**src/rtl/ws2811_frame_scheduler_if.sv**
```systemverilog
// ws2811_frame_scheduler_if: host write port, swap control and driver read port of the frame scheduler
//   master (host/driver side): drives wr_valid/wr_addr/wr_rgb, swap_req, brightness, drv_data_request/drv_address
//   slave (scheduler side): drives wr_ready, swap_ack, red_out/green_out/blue_out, frame_start, frame_count
interface ws2811_frame_scheduler_if #(parameter int ADDR_W = 2);
  logic              wr_valid;
  logic              wr_ready;
  logic [ADDR_W-1:0] wr_addr;
  logic [23:0]       wr_rgb;
  logic              swap_req;
  logic              swap_ack;
  logic [7:0]        brightness;
  logic              drv_data_request;
  logic [ADDR_W-1:0] drv_address;
  logic [7:0]        red_out;
  logic [7:0]        green_out;
  logic [7:0]        blue_out;
  logic              frame_start;
  logic [15:0]       frame_count;
  modport master (
    output wr_valid, wr_addr, wr_rgb, swap_req, brightness, drv_data_request, drv_address,
    input  wr_ready, swap_ack, red_out, green_out, blue_out, frame_start, frame_count
  );
  modport slave (
    input  wr_valid, wr_addr, wr_rgb, swap_req, brightness, drv_data_request, drv_address,
    output wr_ready, swap_ack, red_out, green_out, blue_out, frame_start, frame_count
  );
endinterface

```
**src/rtl/ws2811_frame_scheduler.sv**
```systemverilog
// ws2811_frame_scheduler: double-buffered pixel store with tear-free bank swaps and brightness-scaled reads for the ws2811 driver
//   clk   : clock
//   reset : synchronous, active-high reset
//   bus   : slave side of ws2811_frame_scheduler_if (host writes to back bank, driver reads front bank)
module ws2811_frame_scheduler #(
  parameter int NUM_LEDS = 4,
  parameter int ADDR_W   = (NUM_LEDS > 1) ? $clog2(NUM_LEDS) : 1
) (
  input logic clk,
  input logic reset,
  ws2811_frame_scheduler_if.slave bus
);
  localparam logic [0:0] S_IDLE = 1'b0;
  localparam logic [0:0] S_PEND = 1'b1;
  localparam logic [ADDR_W:0] LEDS = (ADDR_W+1)'(NUM_LEDS);
  // Bank is the top address bit; entries at or beyond NUM_LEDS are never written or read.
  logic [23:0] r_mem [2**(ADDR_W+1)];
  logic [0:0]  r_state;
  logic        r_front;
  logic [7:0]  r_bright;
  logic        r_fs;
  logic        r_ack;
  logic [15:0] r_cnt;
  logic [23:0] r_rgb;
  logic        w_fs;
  logic        w_swap;
  logic        w_front;
  logic [7:0]  w_bright;
  logic [23:0] w_pix;
  logic        w_rd_ok;
  logic        w_wr;
  function automatic logic [7:0] scale(input logic [7:0] c, input logic [7:0] b);
    logic [15:0] p;
    p = {8'd0, c} * ({8'd0, b} + 16'd1);
    return p[15:8];
  endfunction
  // Bank select and brightness take effect in the request cycle so LED 0 of a new frame already sees them.
  always_comb begin
    w_fs     = bus.drv_data_request && (bus.drv_address == '0);
    w_swap   = w_fs && (r_state == S_PEND);
    w_front  = r_front ^ w_swap;
    w_bright = w_fs ? bus.brightness : r_bright;
    w_pix    = r_mem[{w_front, bus.drv_address}];
    w_rd_ok  = {1'b0, bus.drv_address} < LEDS;
    w_wr     = bus.wr_valid && (r_state == S_IDLE) && ({1'b0, bus.wr_addr} < LEDS);
  end
  always_ff @(posedge clk) begin
    if (w_wr) r_mem[{~r_front, bus.wr_addr}] <= bus.wr_rgb;
  end
  always_ff @(posedge clk) begin
    if (reset) begin
      r_state  <= S_IDLE;
      r_front  <= 1'b0;
      r_bright <= 8'hFF;
      r_fs     <= 1'b0;
      r_ack    <= 1'b0;
      r_cnt    <= 16'd0;
      r_rgb    <= 24'd0;
    end else begin
      r_state  <= w_swap ? S_IDLE : ((r_state == S_IDLE) && bus.swap_req) ? S_PEND : r_state;
      r_front  <= w_front;
      r_bright <= w_bright;
      r_fs     <= w_fs;
      r_ack    <= w_swap;
      r_cnt    <= w_fs ? r_cnt + 16'd1 : r_cnt;
      if (bus.drv_data_request)
        r_rgb <= w_rd_ok ? {scale(w_pix[23:16], w_bright), scale(w_pix[15:8], w_bright), scale(w_pix[7:0], w_bright)} : 24'd0;
    end
  end
  assign bus.wr_ready    = (r_state == S_IDLE);
  assign bus.swap_ack    = r_ack;
  assign bus.frame_start = r_fs;
  assign bus.frame_count = r_cnt;
  assign bus.red_out     = r_rgb[23:16];
  assign bus.green_out   = r_rgb[15:8];
  assign bus.blue_out    = r_rgb[7:0];
endmodule

```
**src/flat_wrapper.sv**
```systemverilog
// flat-port wrapper written by rule: the top's interface ports become plain ports
module ws2811_frame_scheduler_flat 
#(
  parameter int NUM_LEDS = 4,
  parameter int ADDR_W   = (NUM_LEDS > 1) ? $clog2(NUM_LEDS) : 1
)
  (clk, reset, bus_wr_valid, bus_wr_addr, bus_wr_rgb, bus_swap_req, bus_brightness, bus_drv_data_request, bus_drv_address, bus_wr_ready, bus_swap_ack, bus_red_out, bus_green_out, bus_blue_out, bus_frame_start, bus_frame_count);
  ws2811_frame_scheduler_if #(.ADDR_W(ADDR_W)) bus_i ();
  input logic clk;
  input logic reset;
  input wire logic [$bits(bus_i.wr_valid)-1:0] bus_wr_valid;
  input wire logic [$bits(bus_i.wr_addr)-1:0] bus_wr_addr;
  input wire logic [$bits(bus_i.wr_rgb)-1:0] bus_wr_rgb;
  input wire logic [$bits(bus_i.swap_req)-1:0] bus_swap_req;
  input wire logic [$bits(bus_i.brightness)-1:0] bus_brightness;
  input wire logic [$bits(bus_i.drv_data_request)-1:0] bus_drv_data_request;
  input wire logic [$bits(bus_i.drv_address)-1:0] bus_drv_address;
  output wire logic [$bits(bus_i.wr_ready)-1:0] bus_wr_ready;
  output wire logic [$bits(bus_i.swap_ack)-1:0] bus_swap_ack;
  output wire logic [$bits(bus_i.red_out)-1:0] bus_red_out;
  output wire logic [$bits(bus_i.green_out)-1:0] bus_green_out;
  output wire logic [$bits(bus_i.blue_out)-1:0] bus_blue_out;
  output wire logic [$bits(bus_i.frame_start)-1:0] bus_frame_start;
  output wire logic [$bits(bus_i.frame_count)-1:0] bus_frame_count;
  assign bus_i.wr_valid = bus_wr_valid;
  assign bus_i.wr_addr = bus_wr_addr;
  assign bus_i.wr_rgb = bus_wr_rgb;
  assign bus_i.swap_req = bus_swap_req;
  assign bus_i.brightness = bus_brightness;
  assign bus_i.drv_data_request = bus_drv_data_request;
  assign bus_i.drv_address = bus_drv_address;
  assign bus_wr_ready = bus_i.wr_ready;
  assign bus_swap_ack = bus_i.swap_ack;
  assign bus_red_out = bus_i.red_out;
  assign bus_green_out = bus_i.green_out;
  assign bus_blue_out = bus_i.blue_out;
  assign bus_frame_start = bus_i.frame_start;
  assign bus_frame_count = bus_i.frame_count;
  ws2811_frame_scheduler #(.NUM_LEDS(NUM_LEDS), .ADDR_W(ADDR_W)) u_core (.clk(clk), .reset(reset), .bus(bus_i));
endmodule
```
**config.mk**
```make
export PLATFORM = sky130hd
export DESIGN_NAME = ws2811_frame_scheduler_flat
export DESIGN_NICKNAME = d
export VERILOG_FILES = /design/src/rtl/ws2811_frame_scheduler_if.sv /design/src/rtl/ws2811_frame_scheduler.sv /design/src/flat_wrapper.sv
export SDC_FILE = /design/constraint.sdc
export NUM_CORES = 1
export LEC_CHECK = 0
export CAP_MARGIN = 25
export CORE_ASPECT_RATIO = 0.6
export CORE_MARGIN = 2
export CORE_UTILIZATION = 49
export DETAILED_ROUTE_END_ITERATION = 6
export GPL_TIMING_DRIVEN = 0
export PLACE_DENSITY = 0.68
export REMOVE_ABC_BUFFERS = 1
export SLEW_MARGIN = 20
export SYNTH_ARGS = -nofsm -noshare
export SYNTH_HDL_FRONTEND = slang
export SYNTH_SLANG_ARGS = --single-unit
```
**constraint.sdc**
```tcl
create_clock -name clk -period 19.6 [get_ports clk]
set_input_delay 2.94 -clock clk [delete_from_list [all_inputs] [get_ports clk]]
set_output_delay 2.94 -clock clk [all_outputs]
set_load 0.03 [all_outputs]
```
==> impl_metrics.json <==
{
  "cts_tree": "built",
  "hpwl_um": 24880,
  "total_power_mw": 2.110,
  "die_h_um": 140.7,
  "power_density_nw_per_um2": 118.5,
  "synth_compound_area_share_pct": 3.312,
  "p_sw_mw": 0.8042,
  "synth_top_area_cell": "edfxtp_1",
  "cts_root_buffer": "clkbuf_16",
  "cp_max_fo": 14,
  "fin_setup_tns_ps": 0,
  "drt_first_iter_violations": 705,
  "dp.cells": 1709,
  "post_cts_resized": 0,
  "area_delta_synth_final_pct": 16.67,
  "hold_viol": 0,
  "holdWs_ps": 437.6,
  "critPathKind": "in -> reg",
  "rsz0062_at_grt": "no",
  "routed_wl_um": 34260,
  "r2r-end": "u_core.r_rgb[7]",
  "postCtsSetupRepairBufs": 0,
  "die_w_um": 231.8,
  "synth_common_cells": "edfxtp_1 (192), nor2_1 (187), inv_1 (149)",
  "synth-simple-area-share_pct": 11.44,
  "insertedDiodeCount": 0,
  "hold_end": "u_core.r_rgb[10]",
  "max_freq_mhz": 90.10,
  "syn-instance-count": 1221,
  "drive_above_1_share_pct": 13.96,
  "yosys.cell_count.top_type": "edfxtp_1",
  "rrSetupSlack_ps": 12130,
  "fin_skew_ps": 16.27,
  "vias": 9596,
  "post_synth_num_cell_types": 61,
  "final_core_util_pct": 58.79,
  "min_path_type": "reg -> reg",
  "num_rows": 49,
  "placed_area_um2": 17010,
  "core-area_um2": 30290,
  "min_period_ps": 11100,
  "antenna_found_initial": 0,
  "wire_per_inst_um": 19.52,
  "dr.pass1.iters": 5,
  "post_drt_via_cell_ratio": 5.468,
  "cts.clk_slew.worst_paths_ps": 70,
  "track_usage_pct": 22.00,
  "synth_seq_cells": 244,
  "cts.sinks": 244,
  "comb_power_share_pct": 50.0,
  "critPathBufInv": 7,
  "cts_buffer_depth": 3,
  "p_int_mw": 1.306,
  "cts_hold_buf": 0,
  "portBuffers": 83,
  "ys_warn_count": 0,
  "antenna_left": 0,
  "die-area_um2": 32620,
  "overflow": 0,
  "gp_congestion": 0.8098,
  "avgSynthCellArea_um2": 12.50,
  "drc": 0,
  "fin_area_um2": 17810,
  "synth.top_cell.area_share_pct": 37.78,
  "layout_setup_ws_ps": 8501,
  "crit_path_max_incr_delay_ps": 1010,
  "worstSkewPairLatency_ps": 540,
  "grt_pass1_wl_um": 55720,
  "synth.area.top_cells": "edfxtp_1 (38%), fa_1 (16%), ha_1 (8.0%)",
  "worst-r2r-cell-count": 22,
  "tightest_slew_ps": 1033,
  "async_flop_share_pct": 0,
  "cp_data_arrival_time_ps": 11550,
  "synth_top_family_by_area": "adder cells",
  "outcome": "finished, final reports clean",
  "h-tree-depth": 1,
  "synth_adder_area_share_pct": 23.77,
  "cpMaxStageDelayCell": "clkdlybuf4s50_1",
  "layout.cells.non_filler": 1755,
  "grt_pass1_vias": 10020,
  "nets": 1589,
  "crit_path_end_kind": "flop",
  "pwr-share-seq_pct": 28.2,
  "r2r-start": "u_core.r_state",
  "slew_viol_final": 0,
  "synth-edff-count": 192,
  "post-place-ws_ps": 8032,
  "worstHoldStart": "u_core.r_rgb[10]",
  "cp_common_cell": "fa_1",
  "clkPwrFrac_pct": 21.8,
  "switching_share_pct": 38.12,
  "start_util_pct": 50.39,
  "num_io_pins": 84,
  "hold_depth": 2,
  "grt_max_degree": 34,
  "path_delay_family": "adder cells",
  "setup_violations": 0,
  "synth_ff_type": "edfxtp_1",
  "relSlewSlack_pct": 29.14,
  "cp.required_ps": 20050,
  "ir_worst_vdd_mv": 0.07968,
  "cts_buffers": 24,
  "min_period_over_period_pct": 56.63,
  "synth_xor_area_share_pct": 2.476,
  "maxCapViolations": 0,
  "startpoint_type": "input port",
  "muxShareOfSynthArea_pct": 9.543,
  "netlist_area_um2": 15260,
  "ys_seq_area_share_pct": 44.60,
  "leakage_nw": 7.306
}
## power groups by stage
stage	clock network, mW	registers, mW	logic [mW]
after floorplan	0	0.633	0.737
after global placement	0	0.606	1.00
after detailed placement	0	0.606	1.04
after CTS	0.470	0.595	1.05
after global routing	0.491	0.596	1.21
final	0.460	0.594	1.06
## layer usage
metal	track usage, %	up-vias	routed length (um)	part of all wire [%]
li1	-	4412	-	-
met1	34.23	4870	16540	48
met2	32.79	277	15100	44
met3	3.782	37	2204	6.4
met4	3.914	0	414	1.2
met5	0	-	0	0
## tightest hold or removal path: cells and delay by family (launching register included)
family,cells,cell delay [ps]
flip-flops,1,310
AND/OR/NAND/NOR,2,90
## sequential cells by signal (all words and copies together) (netlist names)
register and cells:
u_core.bus.swap_ack 1, u_core.bus.frame_count 16, u_core.bus.frame_start 1, u_core.r_state 1, u_core.r_bright 8, u_core.r_mem 192, u_core.r_rgb 24, u_core.r_front 1
## final cells by class
cell class,count,area [um^2]
fillers,2465,12480
multi-input cells,784,7836
flip-flops and latches,244,6807
repair buffers,127,1319
clock buffers,33,693.2
inverters,149,559.3
well taps,408,510.5
clock inverters,10,81.33
## layout by cell type (no fill, tap or decap), types with 23 or more instances in the layout
cell type,netlist,final
edfxtp_1,192,192
nor2_1,187,184
inv_1,149,149
fa_1,120,120
ha_1,98,98
clkdlybuf4s50_1,0,80
dfxtp_1,52,52
mux4_2,48,48
nand2_1,38,38
mux2i_1,33,32
or2_2,32,32
clkbuf_16,0,26
nand2b_1,23,23
## cells by family (layout without fill, tap and decap cells)
kind of cell	Yosys count	count (layout)
compound gates	72	72
xor+xnor	41	41
fa+ha+maj	218	218
buf+inv	193	319
flops	244	244
mux	83	83
simple gates	370	370
## worst max path at each step
stage / from / to / slack, ps / depth (start not counted)
2_1_floorplan: bus_drv_address[0] / u_core.r_rgb[7] / 9710 / 23
3_3_place_gp: bus_drv_address[0] / u_core.r_rgb[7] / 4240 / 21
3_5_place_dp: bus_drv_data_request / u_core.r_rgb[7] / 8030 / 26
4_1_cts: bus_drv_data_request / u_core.r_rgb[7] / 8580 / 26
5_1_grt: bus_drv_data_request / u_core.r_rgb[15] / 8150 / 27
6_report: bus_drv_data_request / u_core.r_rgb[15] / 8500 / 27
Power figures use the tool's default switching activity.
